===== config.mk =====
export PLATFORM = sky130hd
export DESIGN_NAME = keypad_scanner_flat
export DESIGN_NICKNAME = d
export VERILOG_FILES = /design/src/rtl/keypad_scanner_if.sv /design/src/rtl/keypad_scanner.sv /design/src/flat_wrapper.sv
export SDC_FILE = /design/constraint.sdc
export NUM_CORES = 1
export LEC_CHECK = 0
export BUFFER_PORTS_ARGS = -buffer_cell sky130_fd_sc_hd__buf_2
export CAP_MARGIN = 20
export CORE_MARGIN = 1
export CORE_UTILIZATION = 47
export DETAILED_ROUTE_END_ITERATION = 10
export HOLD_SLACK_MARGIN = 0.02
export PLACE_DENSITY = 0.63
export RECOVER_POWER = 100
export SETUP_SLACK_MARGIN = 0.2
export SYNTH_ARGS = -nofsm -noshare
export SYNTH_HDL_FRONTEND = slang
export SYNTH_SLANG_ARGS = --single-unit

===== constraint.sdc =====
create_clock -name clk -period 5.2 [get_ports clk]
set_input_delay 0 -clock clk [delete_from_list [all_inputs] [get_ports clk]]
set_output_delay 0 -clock clk [all_outputs]
set_load 0.02 [all_outputs]

===== src/rtl/keypad_scanner_if.sv =====
// Keypad matrix bus between the scanner and the key matrix / key consumer.
//   col       matrix columns, active-low, pulled up (driven by the matrix)
//   row       row drive, active-low one-hot (driven by the scanner)
//   key_code  encoded key, upper nibble 0
//   pressed   debounced key-held level
//   key_valid one-clk pulse per accepted key (and per auto-repeat when enabled)
interface keypad_scanner_if;
  logic [3:0] col;
  logic [3:0] row;
  logic [7:0] key_code;
  logic       pressed;
  logic       key_valid;

  modport master (input col, output row, key_code, pressed, key_valid);
  modport slave  (output col, input row, key_code, pressed, key_valid);
endinterface


===== src/rtl/keypad_scanner.sv =====
// 4x4 active-low keypad scanner with press/release debounce and key encoding.
//   clk  system clock
//   rst  asynchronous, active-high reset
//   kp   keypad_scanner_if.master: col in; row, key_code, pressed, key_valid out
// Optional feature: define KEY_REPEAT_EN to get auto-repeat key_valid pulses
// while a key is held (first after REPEAT_DLY ticks, then every REPEAT_RATE ticks).
module keypad_scanner #(
  parameter int unsigned SCAN_DIV     = 1000,
  parameter int unsigned DEBOUNCE_CNT = 8,
  parameter int unsigned REPEAT_DLY   = 200,
  parameter int unsigned REPEAT_RATE  = 50
) (
  input logic              clk,
  input logic              rst,
  keypad_scanner_if.master kp
);

  localparam int unsigned DIV_W = (SCAN_DIV > 2) ? $clog2(SCAN_DIV) : 1;
  localparam int unsigned CNT_W = $clog2(DEBOUNCE_CNT + 1);

  // Reject parameter sets the scan/debounce/repeat logic cannot honour.
  if (SCAN_DIV < 4 || DEBOUNCE_CNT < 2 || REPEAT_DLY < 1 || REPEAT_RATE < 1) begin : g_param_check
    $error("keypad_scanner: illegal parameter set");
  end

  typedef enum logic [1:0] {SCAN, DEBOUNCE, HELD, RELEASE} state_t;

  state_t           state_q;
  logic [3:0]       col_meta_q;
  logic [3:0]       col_s;
  logic [DIV_W-1:0] div_q;
  logic             tick_c;
  logic [CNT_W-1:0] cnt_q;
  logic [CNT_W-1:0] cnt_inc_c;
  logic [3:0]       cap_col_q;
  logic [3:0]       row_q;
  logic [7:0]       key_code_q;
  logic             pressed_q;
  logic             key_valid_q;
  logic             sample_ok_c;
  logic [1:0]       col_idx_c;
  logic [1:0]       row_idx_c;

  assign kp.row       = row_q;
  assign kp.key_code  = key_code_q;
  assign kp.pressed   = pressed_q;
  assign kp.key_valid = key_valid_q;

  // Two-flop synchronizer; idles at all-high (released) like the pulled-up matrix.
  always_ff @(posedge clk or posedge rst) begin
    if (rst) begin
      col_meta_q <= 4'hF;
      col_s      <= 4'hF;
    end else begin
      col_meta_q <= kp.col;
      col_s      <= col_meta_q;
    end
  end

  // Scan tick divider.
  assign tick_c = (div_q == DIV_W'(SCAN_DIV - 1));

  always_ff @(posedge clk or posedge rst) begin
    if (rst) begin
      div_q <= '0;
    end else if (tick_c) begin
      div_q <= '0;
    end else begin
      div_q <= div_q + DIV_W'(1);
    end
  end

  // Exactly one low column is a usable sample; anything else counts as no key.
  always_comb begin
    sample_ok_c = 1'b1;
    col_idx_c   = 2'd0;
    case (col_s)
      4'b1110: col_idx_c = 2'd0;
      4'b1101: col_idx_c = 2'd1;
      4'b1011: col_idx_c = 2'd2;
      4'b0111: col_idx_c = 2'd3;
      default: sample_ok_c = 1'b0;
    endcase
  end

  always_comb begin
    row_idx_c = 2'd0;
    case (row_q)
      4'b1101: row_idx_c = 2'd1;
      4'b1011: row_idx_c = 2'd2;
      4'b0111: row_idx_c = 2'd3;
      default: row_idx_c = 2'd0;
    endcase
  end

  assign cnt_inc_c = cnt_q + CNT_W'(1);

  // Calculator key map: digits 0-9, + - * / = C as 0A 0B 0C 0D 0E 0F.
  function automatic logic [7:0] encode_key(input logic [1:0] r, input logic [1:0] c);
    logic [3:0] k;
    case ({r, c})
      4'h0: k = 4'h1;
      4'h1: k = 4'h2;
      4'h2: k = 4'h3;
      4'h3: k = 4'hA;
      4'h4: k = 4'h4;
      4'h5: k = 4'h5;
      4'h6: k = 4'h6;
      4'h7: k = 4'hB;
      4'h8: k = 4'h7;
      4'h9: k = 4'h8;
      4'hA: k = 4'h9;
      4'hB: k = 4'hC;
      4'hC: k = 4'hF;
      4'hD: k = 4'h0;
      4'hE: k = 4'hE;
      default: k = 4'hD;
    endcase
    return {4'h0, k};
  endfunction

`ifdef KEY_REPEAT_EN
  localparam int unsigned RPT_MAX = (REPEAT_DLY > REPEAT_RATE) ? REPEAT_DLY : REPEAT_RATE;
  localparam int unsigned RPT_W   = $clog2(RPT_MAX + 1);

  logic [RPT_W-1:0] rpt_cnt_q;
  logic [RPT_W-1:0] rpt_inc_c;
  logic [RPT_W-1:0] rpt_thr_c;
  logic             rpt_armed_q;

  // First repeat waits REPEAT_DLY ticks, later ones REPEAT_RATE ticks.
  assign rpt_inc_c = rpt_cnt_q + RPT_W'(1);
  assign rpt_thr_c = rpt_armed_q ? RPT_W'(REPEAT_RATE) : RPT_W'(REPEAT_DLY);
`endif

  // Scan / debounce FSM; all decisions happen on tick.
  always_ff @(posedge clk or posedge rst) begin
    if (rst) begin
      state_q     <= SCAN;
      row_q       <= 4'b1110;
      key_code_q  <= 8'h00;
      pressed_q   <= 1'b0;
      key_valid_q <= 1'b0;
      cnt_q       <= '0;
      cap_col_q   <= 4'hF;
`ifdef KEY_REPEAT_EN
      rpt_cnt_q   <= '0;
      rpt_armed_q <= 1'b0;
`endif
    end else begin
      key_valid_q <= 1'b0;
      if (tick_c) begin
        case (state_q)
          SCAN: begin
            if (sample_ok_c) begin
              cap_col_q <= col_s;
              cnt_q     <= CNT_W'(1);
              state_q   <= DEBOUNCE;
            end else begin
              row_q <= {row_q[2:0], row_q[3]};
            end
          end
          DEBOUNCE: begin
            if (col_s == cap_col_q) begin
              if (cnt_inc_c == CNT_W'(DEBOUNCE_CNT)) begin
                key_code_q  <= encode_key(row_idx_c, col_idx_c);
                pressed_q   <= 1'b1;
                key_valid_q <= 1'b1;
                cnt_q       <= '0;
                state_q     <= HELD;
              end else begin
                cnt_q <= cnt_inc_c;
              end
            end else begin
              // Row is not rotated on this tick; scanning resumes on the next one.
              cnt_q   <= '0;
              state_q <= SCAN;
            end
          end
          HELD: begin
            if (col_s == 4'hF) begin
              cnt_q   <= CNT_W'(1);
              state_q <= RELEASE;
`ifdef KEY_REPEAT_EN
              rpt_cnt_q   <= '0;
              rpt_armed_q <= 1'b0;
            end else if (rpt_inc_c == rpt_thr_c) begin
              key_valid_q <= 1'b1;
              rpt_cnt_q   <= '0;
              rpt_armed_q <= 1'b1;
            end else begin
              rpt_cnt_q <= rpt_inc_c;
            end
`else
            end
`endif
          end
          RELEASE: begin
            if (col_s == 4'hF) begin
              if (cnt_inc_c == CNT_W'(DEBOUNCE_CNT)) begin
                pressed_q <= 1'b0;
                cnt_q     <= '0;
                state_q   <= SCAN;
              end else begin
                cnt_q <= cnt_inc_c;
              end
            end else begin
              cnt_q   <= '0;
              state_q <= HELD;
            end
          end
          default: state_q <= SCAN;
        endcase
      end
    end
  end

endmodule


===== src/flat_wrapper.sv =====
// flat-port wrapper written by rule: the top's interface ports become plain ports
module keypad_scanner_flat 
#(
  parameter int unsigned SCAN_DIV     = 1000,
  parameter int unsigned DEBOUNCE_CNT = 8,
  parameter int unsigned REPEAT_DLY   = 200,
  parameter int unsigned REPEAT_RATE  = 50
)
  (clk, rst, kp_col, kp_row, kp_key_code, kp_pressed, kp_key_valid);
  keypad_scanner_if kp_i ();
  input logic clk;
  input logic rst;
  input wire logic [$bits(kp_i.col)-1:0] kp_col;
  output wire logic [$bits(kp_i.row)-1:0] kp_row;
  output wire logic [$bits(kp_i.key_code)-1:0] kp_key_code;
  output wire logic [$bits(kp_i.pressed)-1:0] kp_pressed;
  output wire logic [$bits(kp_i.key_valid)-1:0] kp_key_valid;
  assign kp_i.col = kp_col;
  assign kp_row = kp_i.row;
  assign kp_key_code = kp_i.key_code;
  assign kp_pressed = kp_i.pressed;
  assign kp_key_valid = kp_i.key_valid;
  keypad_scanner #(.SCAN_DIV(SCAN_DIV), .DEBOUNCE_CNT(DEBOUNCE_CNT), .REPEAT_DLY(REPEAT_DLY), .REPEAT_RATE(REPEAT_RATE)) u_core (.clk(clk), .rst(rst), .kp(kp_i));
endmodule

# --- After elaboration in Yosys (flattened, before gate mapping) ---
# Memories as Yosys holds them, arrays and structs flattened. A register that Yosys moved wholly into a read port is not among the register bits.
# Cells that the tools add are included.
totals:
  reg_bits: 34
  rom_bits: 64
  input_bits: 6
  out_inout_bits: 14
  word_cells: 70
  n_memories: 1
op_classes:
  add_sub_neg: 2
  eq_ne: 22
  n_mux: 26
  bitwise_logic: 1
  reduce_logical: 9
memory_table:
  columns: ["name", "words", "word_bits", "read_ports", "rd_clocked_by_memory_dff", "wr", "line_no", "source"]
  rows:
  - ["(name not given)", 16, 4, 1, 1, 0, "keypad_scanner.sv:101", "case ({r, c})"]
op_table:
  columns: ["operator", "n"]
  rows:
  - ["4-bit equality test, second input constant", 7]
  - ["4-bit two-way mux", 5]
  - ["4-bit one-hot mux with 4 select lines", 1]
  - ["2-bit two-way mux", 6]
  - ["2-bit by 1-bit inequality test with 1-bit output, second input constant", 6]
  - ["2-bit one-hot mux with 3 select lines", 2]
  - ["10-bit by 1-bit adder with 10-bit output, second input constant", 1]
  - ["10-bit equality test, second input constant", 1]
  - ["10-bit two-way mux", 1]
  - ["1-bit two-way mux", 9]
  - ["3-bit AND reduction", 3]
  - ["4-bit by 3-bit equality test with 1-bit output, second input constant", 2]
  - ["2-bit one-hot mux with 4 select lines", 1]
  - ["6-bit AND reduction", 1]
  - ["5-bit AND reduction", 1]
  - ["4-bit by 1-bit adder with 4-bit output, second input constant", 1]
  - ["2-bit equality test, second input constant", 2]
  - ["4-bit equality test", 1]
  - ["4-bit AND reduction", 1]
  - ["4-bit OR reduction", 1]
  - ["3-bit by 2-bit inequality test with 1-bit output, second input constant", 1]
  - ["3-bit inequality test, second input constant", 1]
  - ["2-bit by 1-bit equality test with 1-bit output, second input constant", 1]
  - ["2-bit zero test", 1]
  - ["other kinds (3)", 3]

# --- Longest topological paths before layout ---
# Gate-level depths: netlist of the first run.
logic_depth:
  word_depth: 6
  depth_mapped: 8
  depth_no_buf: 7

# --- Worst setup path before layout of the first run ---
# Ideal clock, no wire load.
synth_timing:
  path_kind: "register to register"
  start: "register u_core.col_s[3]"
  end: "register u_core.key_code_q[1], in the netlist u_core.kp.key_code[1]"
  setup_time_ns: 0.125
  arrival_time_ns: 2.066
  required_ns: 5.075
  slack_ns: 3.010
  path_stages_with_launch: 9
  n_path_buf: 1
  period_less_slack_ns: 2.190
  path_cell_list: "dfstp_2 -> buf_2 -> xnor2_1 -> nor2_1 -> inv_1 -> ha_1 -> mux2_2 -> a221o_1 -> mux2_2"
synth_between:
  elab_chain_cells: 2
  word_cells_on_any_way: 6
  classes_between: "eq/ne: 4; mux: 1; reduce/logical: 1"
synth_rtl:
  columns: ["item", "line_no", "source"]
  rows:
  - ["from (decl)", "keypad_scanner.sv:30", "logic [3:0] col_s;"]
  - ["from (signal assigned)", "keypad_scanner.sv:56", "col_s <= col_meta_q;"]
  - ["4-bit by 3-bit equality test with 1-bit output (tied with other cells)", "keypad_scanner.sv:77", "case (col_s)"]
  - ["2-bit one-hot mux with 3 select lines or 4-bit AND reduction (tied branches)", null, null]
  - ["to (decl)", "keypad_scanner.sv:37", "logic [7:0] key_code_q;"]
# Several ways; a longest one is shown, not always the timed one.
# A chain may end at the register's enable or synchronous reset.

# --- Worst setup path in the final report of the first run ---
layout_timing:
  start: "register u_core.div_q[0]"
  end: "register u_core.key_code_q[0], in the netlist u_core.kp.key_code[0]"
layout_between:
  elab_chain_cells: 2
layout_rtl:
  columns: ["item", "line_no", "source"]
  rows:
  - ["from (decl)", "keypad_scanner.sv:31", "logic [DIV_W-1:0] div_q;"]
  - ["from (signal assigned)", "keypad_scanner.sv:69", "div_q <= div_q + DIV_W'(1);"]
  - ["10-bit equality test", "keypad_scanner.sv:61", "assign tick_c = (div_q == DIV_W'(SCAN_DIV - 1));"]
  - ["4-bit AND reduction (no source line)", null, null]
# Every way passes these cells.

==> flow_metrics.env, run 1 <==
export IMPL_period_share_pct=60.9
export IMPL_syn_to_final_growth_pct=9.38
export IMPL_crit_buf_inv=0
export IMPL_crit_family="simple AND/OR/NAND/NOR gates"
export IMPL_cellLeakagePower_nw=1.01
export IMPL_synthTopCellsByArea="dfrtp_1 (28%), dfstp_2 (19%), mux2_2 (8.2%)"
export IMPL_yosysTopAreaCell="dfrtp_1"
export IMPL_synth_most_common_cell="dfrtp_1"
export IMPL_finClkSkew_ns=0.00560
export IMPL_antenna_cells=0
export IMPL_cts_max_level=2
export IMPL_routed_wl_met2_um=1600
export IMPL_cts_buffers=5
export IMPL_crit_type="flip-flop to flip-flop"
export IMPL_rows=23
export IMPL_fill_cells=368
export IMPL_crit_fanout=7
export IMPL_cts_tree="built"
export IMPL_async_flop_share_pct=100
export IMPL_cts_root_buf="clkbuf_8"
export IMPL_hold_slack_ns=0.346
export IMPL_tightest_slew_ns=1.92
export IMPL_grt_first_pass_wirelength_um=5850
export IMPL_path_depth=6
export IMPL_fin_nets=215
export IMPL_ys_seq_elements=38
export IMPL_hpwl_um=2390
export IMPL_grt_ovfl_total=0
export IMPL_drc=0
export IMPL_arrival_ns=3.34
export IMPL_ys_seq_area_share_pct=46.9
export IMPL_synth_warnings=0
export IMPL_reg2reg_slack_ns=2.03
export IMPL_grt_max_degree=39
export IMPL_netlist_area_leader_share_pct=27.8
export IMPL_yosysUniqueCellTypes=47
export IMPL_synth_main_ff_cell="dfrtp_1"
export IMPL_dr_wl_met3_um=114
export IMPL_setup_tns_ns=0
export IMPL_place_congestion=0.752
export IMPL_hold_buffers=5
export IMPL_clock_fmax_mhz=316
export IMPL_hold_end="u_core.col_meta_q[2]"
export IMPL_antenna_found_initial=0
export IMPL_vias=1362
export IMPL_wl_per_cell_um=13.3
export IMPL_slew_viol_final=39
export IMPL_grt_pass1_vias=1350
export IMPL_cp_cell_sequence="ha_1, nand4_1, nor4_1, nand2_4, nor3_1, mux2_2"
export IMPL_coreArea_um2=4120
export IMPL_start_kind="flip-flop"
export IMPL_avgSynthCellArea_um2=11.4
export IMPL_final_hold_viol_count=0
export IMPL_worstHoldPathCells=2
export IMPL_io_pins=20
export IMPL_wl_met1_um=1580
export IMPL_status="finished with violations"
export IMPL_ir_drop_mv=0.161
export IMPL_drtIter0Drc=34
export IMPL_crit_slowest_cell="nor4_1"
export IMPL_reg2reg_from="u_core.div_q[0]"
export IMPL_clock_sinks=38
export IMPL_synth_edf_count=0
export IMPL_final_min_clock_period_ns=3.17
export IMPL_cts_resized=0
export IMPL_post_place_ws_ns=2.91
export IMPL_ff2ff_path_depth=6
export IMPL_drive_gt1_share_pct=20.9
export IMPL_synthTopCellsByCount="dfrtp_1 (23), dfstp_2 (15), mux2_2 (15)"
export IMPL_p_per_area_nw_per_um2=284
export IMPL_routed_top_layer="met4"
export IMPL_cp_data_required_time_ns=5.38
export IMPL_violations="capacitance limit, slew limit"
export IMPL_cts_path_max_buffers=2
export IMPL_port_buffers=15
export IMPL_grt_usage_pct=17.6
export IMPL_chipWidth_um=68.3
export IMPL_worst_slack_ns=2.03
export IMPL_rsz0062_at_grt="no"
export IMPL_syn_area_um2=2070
export IMPL_critPathMaxStageDelay_ns=1.11
export IMPL_totalWireLength_um=3350
export IMPL_postCtsSetupBuffers=0
export IMPL_synth_cells=181
export IMPL_path_clk_slew_ns=0.07
export IMPL_dieArea_um2=4670
export IMPL_hold_path_class="primary input to flip-flop"
export IMPL_first_pass_iters=4
export IMPL_end_kind="flip-flop"
export IMPL_routed_via_density=5.43
export IMPL_die_h_um=68.3
export IMPL_initial_core_util_pct=50.2
export IMPL_min_from="kp_col[2]"
export IMPL_slew_headroom_pct=-27.7
export IMPL_r2r_end="u_core.kp.key_code[0]"
export IMPL_detail_route_antenna_nets=0
export IMPL_finalSetupViolCount=0
export IMPL_clock_latency_ns=0.29
export IMPL_cap_violations=1
## per-layer routing
metal | GRT usage [%] | vias to the layer above
met5 | 0 | -
met4 | 8.85 | 0
met3 | 6.33 | 4
met2 | 28.6 | 24
met1 | 20.2 | 661
li1 | - | 673
## cells in the final DEF, fill, tap and decap left out, types with 2 or more instances in the layout
master and count:
a211oi_1 2, a21o_1 2, a21oi_1 10, a22o_1 3, and3_1 5, buf_2 5
bufinv_16 2, clkbuf_1 11, clkbuf_8 6, conb_1 4, dfrtp_1 23, dfstp_2 15
dlygate4sd3_1 5, ha_1 9, inv_1 4, mux2_1 3, mux2_2 12, mux2i_1 4
nand2_1 10, nand2b_1 5, nand3_1 6, nand4_1 2, nor2_1 9, nor3_1 5
nor4_1 2, o21ai_0 4, o31ai_1 2, xnor2_1 9, xor2_1 5
## final cells by class
type	count	area, um2	area share (%)
tap	50	62.6	2.77
clock inverter	2	60.1	2.66
inverter	4	15.0	0.664
timing repair buffer	21	116	5.15
sequential	38	970	42.9
clock buffer	6	82.6	3.65
multi-input combinational	130	955	42.2
## where the power goes
part | internal [mW] | switching (mW) | leakage, nW
Combinational | 0.0113 | 0.0168 | 0.476
Clock | 0.205 | 0.103 | 0.0714
Sequential | 0.302 | 0.00408 | 0.463
Total | 0.517 | 0.124 | 1.01
## stage by stage
stage               utilization (%)  instance area (um2)  instances  power, mW
global placement               52.3                 2150        238      0.336
detailed placement             52.3                 2150        238      0.338
floorplan                         -                 2080        184      0.334
finish                         54.9                 2260        251      0.641
global route                   54.9                 2260        251      0.666
CTS                            57.0                 2340        251      0.651
## logic make-up after synthesis
logic type      synth area share (%)
simple gates                    16.8
compound gates                  10.5
xor+xnor                        5.93
buf+inv                         4.18
fa+ha+maj                       5.45
flops                           46.9
other cells                    0.181
mux                             10.1
## worst max-delay path by stage
stage | end | start
floorplan | u_core.kp.key_code[1] | u_core.col_s[3]
global placement | u_core.kp.key_code[1] | u_core.col_s[1]
detailed placement | u_core.kp.key_code[1] | u_core.col_s[1]
CTS | u_core.kp.key_code[1] | u_core.col_s[1]
global route | u_core.kp.key_code[2] | u_core.div_q[0]
finish | u_core.kp.key_code[0] | u_core.div_q[0]
## registers in the layout, summed over array words and instances (netlist names)
signal	count
u_core.cap_col_q	4
u_core.kp.key_code	4
u_core.col_s	4
u_core.col_meta_q	4
u_core.div_q	10
u_core.kp.pressed	1
u_core.cnt_q	4
u_core.kp.row	4
u_core.kp.key_valid	1
u_core.state_q	2
(Power assumes the default switching activity.)
==> run 2: changes to the inputs <==
--- a/config.mk
+++ b/config.mk
@@ -5,13 +5,14 @@
 export SDC_FILE = /design/constraint.sdc
 export NUM_CORES = 1
 export LEC_CHECK = 0
+export ABC_AREA = 1
 export BUFFER_PORTS_ARGS = -buffer_cell sky130_fd_sc_hd__buf_2
 export CAP_MARGIN = 20
 export CORE_MARGIN = 1
 export CORE_UTILIZATION = 47
 export DETAILED_ROUTE_END_ITERATION = 10
 export HOLD_SLACK_MARGIN = 0.02
-export PLACE_DENSITY = 0.63
+export PLACE_DENSITY = 0.62
 export RECOVER_POWER = 100
 export SETUP_SLACK_MARGIN = 0.2
 export SYNTH_ARGS = -nofsm -noshare
==> constraint.sdc (replaced) <==
create_clock -name clk -period 3 [get_ports clk]
set_input_delay 0 -clock clk [delete_from_list [all_inputs] [get_ports clk]]
set_output_delay 0 -clock clk [all_outputs]
set_load 0.02 [all_outputs]
==> run 2 against run 1 <==
Compared with the run above: the flow now finishes without violations; flip-flop and latch count is the same; cell area grew 6.2%; routed wire length grew 14%; die area grew 5.6%; synthesized cell count grew 55%; sequential share of layout area shrank 2.5 points; hold slack gained 0.0041 ns; critical path depth grew 3; sequential power grew 72%; combinational power grew 84%; global-route usage grew 0.80 points; count of clock-buffer cells in the layout grew 1; critical endpoint is now u_core.kp.key_code[1].
==> flow_metrics.env, run 2 <==
export IMPL_cp_data_required_time_ns=3.23
export IMPL_cts_root_buf="clkbuf_8"
export IMPL_synth_cells=280
export IMPL_p_int_mw=0.809
export IMPL_netlist_area_leader_share_pct=26.3
export IMPL_detail_route_antenna_nets=0
export IMPL_end_kind="flip-flop"
export IMPL_syn_to_final_growth_pct=9.85
export IMPL_vias=1709
export IMPL_ys_seq_elements=38
export IMPL_synthTopCellsByArea="dfrtp_1 (26%), dfstp_2 (18%), nand2_1 (14%)"
export IMPL_place_congestion=0.823
export IMPL_hold_slack_ns=0.350
export IMPL_crit_type="flip-flop to flip-flop"
export IMPL_first_pass_iters=4
export IMPL_port_buffers=15
export IMPL_final_hold_viol_count=0
export IMPL_cts_resized=0
export IMPL_synth_warnings=0
export IMPL_arrival_ns=2.17
export IMPL_cts_tree="built"
export IMPL_cts_path_max_buffers=2
export IMPL_min_from="kp_col[3]"
export IMPL_largest_register="u_core.div_q"
export IMPL_start_kind="flip-flop"
export IMPL_largest_reg_flops=10
export IMPL_cap_violations=0
export IMPL_initial_core_util_pct=49.5
export IMPL_crit_path_start="u_core.div_q[0]"
export IMPL_synth_most_common_cell="nand2_1"
export IMPL_final_min_clock_period_ns=1.94
export IMPL_clock_latency_ns=0.29
export IMPL_routed_via_density=4.76
export IMPL_p_comb_share_pct=5.0
export IMPL_synth_main_ff_cell="dfrtp_1"
export IMPL_clock_fmax_mhz=515
export IMPL_seq_area_um2=970
export IMPL_hold_path_class="primary input to flip-flop"
export IMPL_postCtsSetupBuffers=0
export IMPL_clock_sinks=38
export IMPL_drive_gt1_share_pct=15.0
export IMPL_fin_nets=321
export IMPL_grt_pass1_vias=1586
export IMPL_cellLeakagePower_nw=1.22
export IMPL_reg2reg_from="u_core.div_q[0]"
export IMPL_die_h_um=70.2
export IMPL_swShare_pct=21.0
export IMPL_cts_buffers=5
export IMPL_drc=0
export IMPL_synth_edf_count=0
export IMPL_wl_per_cell_um=10.6
export IMPL_totalWireLength_um=3800
export IMPL_setup_tns_ns=0
export IMPL_grt_first_pass_wirelength_um=7040
export IMPL_hpwl_um=2860
export IMPL_slew_viol_final=0
export IMPL_grt_max_degree=21
export IMPL_antenna_cells=0
export IMPL_power_frac_seq_pct=51.3
export IMPL_antenna_found_initial=0
export IMPL_ys_seq_area_share_pct=44.4
export IMPL_p_switching_mw=0.216
export IMPL_cts_max_level=2
export IMPL_grt_ovfl_total=0
export IMPL_p_per_area_nw_per_um2=427
export IMPL_period_share_pct=64.7
export IMPL_finalSetupViolCount=0
export IMPL_fill_cells=422
export IMPL_dieArea_um2=4930
export IMPL_crit_fanout=12
export IMPL_rows=24
export IMPL_yosysTopAreaCell="dfrtp_1"
export IMPL_syn_area_um2=2190
export IMPL_avgSynthCellArea_um2=7.81
export IMPL_final_cell_count_no_fill=359
export IMPL_synthTopCellsByCount="nand2_1 (80), inv_1 (38), nor2_1 (30)"
export IMPL_drtIter0Drc=106
export IMPL_finClkSkew_ns=0.00693
export IMPL_yosysUniqueCellTypes=27
export IMPL_final_cell_mix="nand2_1 (83), inv_1 (39), nor2_1 (31)"
export IMPL_ir_drop_mv=0.249
export IMPL_async_flop_share_pct=100
export IMPL_dp_cells=346
export IMPL_coreArea_um2=4410
export IMPL_chipWidth_um=70.2
export IMPL_path_clk_slew_ns=0.08
export IMPL_io_pins=20
export IMPL_status="finished, final reports clean"
export IMPL_tightest_slew_ns=1.05
export IMPL_rsz0062_at_grt="no"
export IMPL_multi_input_area_um2=967
export IMPL_final_common_cell="nand2_1"
export IMPL_grt_usage_pct=18.4
export IMPL_slew_headroom_pct=29.9
export IMPL_pwr_share_clk_pct=43.6
run 2: cell count changes in the layout (fill, tap and decap cells not counted), sizes merged, moves of 5 or more:
cell and delta:
nand2 +75, inv +40, nor2 +27, nand3 +20, mux2 -15, o21ai +13, xnor2 -9, and3 -5
nand2b -5
run 2: cell type report:
| type | instances | share of cell area, % |
|---|---|---|
| clock buffer | 7 | 3.60 |
| timing repair buffer | 21 | 4.90 |
| sequential | 38 | 40.4 |
| multi-input combinational | 196 | 40.3 |
| inverter | 44 | 6.88 |
| clock inverter | 1 | 1.25 |
| tap | 52 | 2.71 |
run 2: worst paths after layout:
check                                        end  cells past startpoint  slack (ns)
max reg2reg                u_core.kp.key_code[1]                      9        1.06
min reg2reg                      u_core.col_s[1]                      0        0.36
max                        u_core.kp.key_code[1]                      9        1.06
min                         u_core.col_meta_q[3]                      2        0.35
max in group asynchronous        u_core.cnt_q[0]                      4        1.24
min in group asynchronous        u_core.div_q[3]                      3        0.36
run 2: power by group through the flow:
stage	Sequential [mW]	Clock, mW	Combinational (mW)
floorplan	0.534	0	0.0411
global placement	0.535	0	0.0494
detailed placement	0.535	0	0.0506
CTS	0.526	0.465	0.0557
global route	0.527	0.484	0.0611
finish	0.526	0.447	0.0516
run 2: timing repair:
action	4_1_cts	5_1_grt
hold buffers	5	0
hold endpoints to repair	18	0
endpoints found under the setup margin	0	0
run 2: cells by family after synthesis:
| kind of cell | count (synthesis) | share of synthesized area (%) |
|---|---|---|
| simple gates | 155 | 33.3 |
| buf+inv | 49 | 9.85 |
| flops | 38 | 44.4 |
| compound gates | 25 | 5.95 |
| fa+ha+maj | 9 | 5.15 |
| xor+xnor | 3 | 1.20 |
| other cells | 1 | 0.172 |
run 2: critical path: stages, from the launching register on:
cell     delay [ns]
dfrtp_1        0.43
ha_1           0.19
nand2_1        0.08
nor2_1         0.11
nand3_1        0.13
inv_1          0.33
nand3_1        0.16
nor2_1         0.27
nand2_1        0.11
nand2_1        0.06
run 2: per-layer routing:
metal	global-route usage, %	up-vias	part of all wire, %
met2	30.2	25	46
met1	23.5	762	49
met5	0	-	0
li1	-	915	-
met4	6.67	0	1.6
met3	4.33	7	2.7
run 2: per-stage QoR:
step / util, % / setup WS, ns / instance area, um2 / power (mW)
4_1_cts: 55.8 / 1.15 / 2460 / 1.05
3_5_place_dp: 52.0 / 1.17 / 2290 / 0.586
5_1_grt: 54.4 / 0.837 / 2400 / 1.07
2_1_floorplan: - / 1.38 / 2200 / 0.576
6_report: 54.4 / 1.06 / 2400 / 1.03
3_3_place_gp: 52.0 / 1.17 / 2290 / 0.585
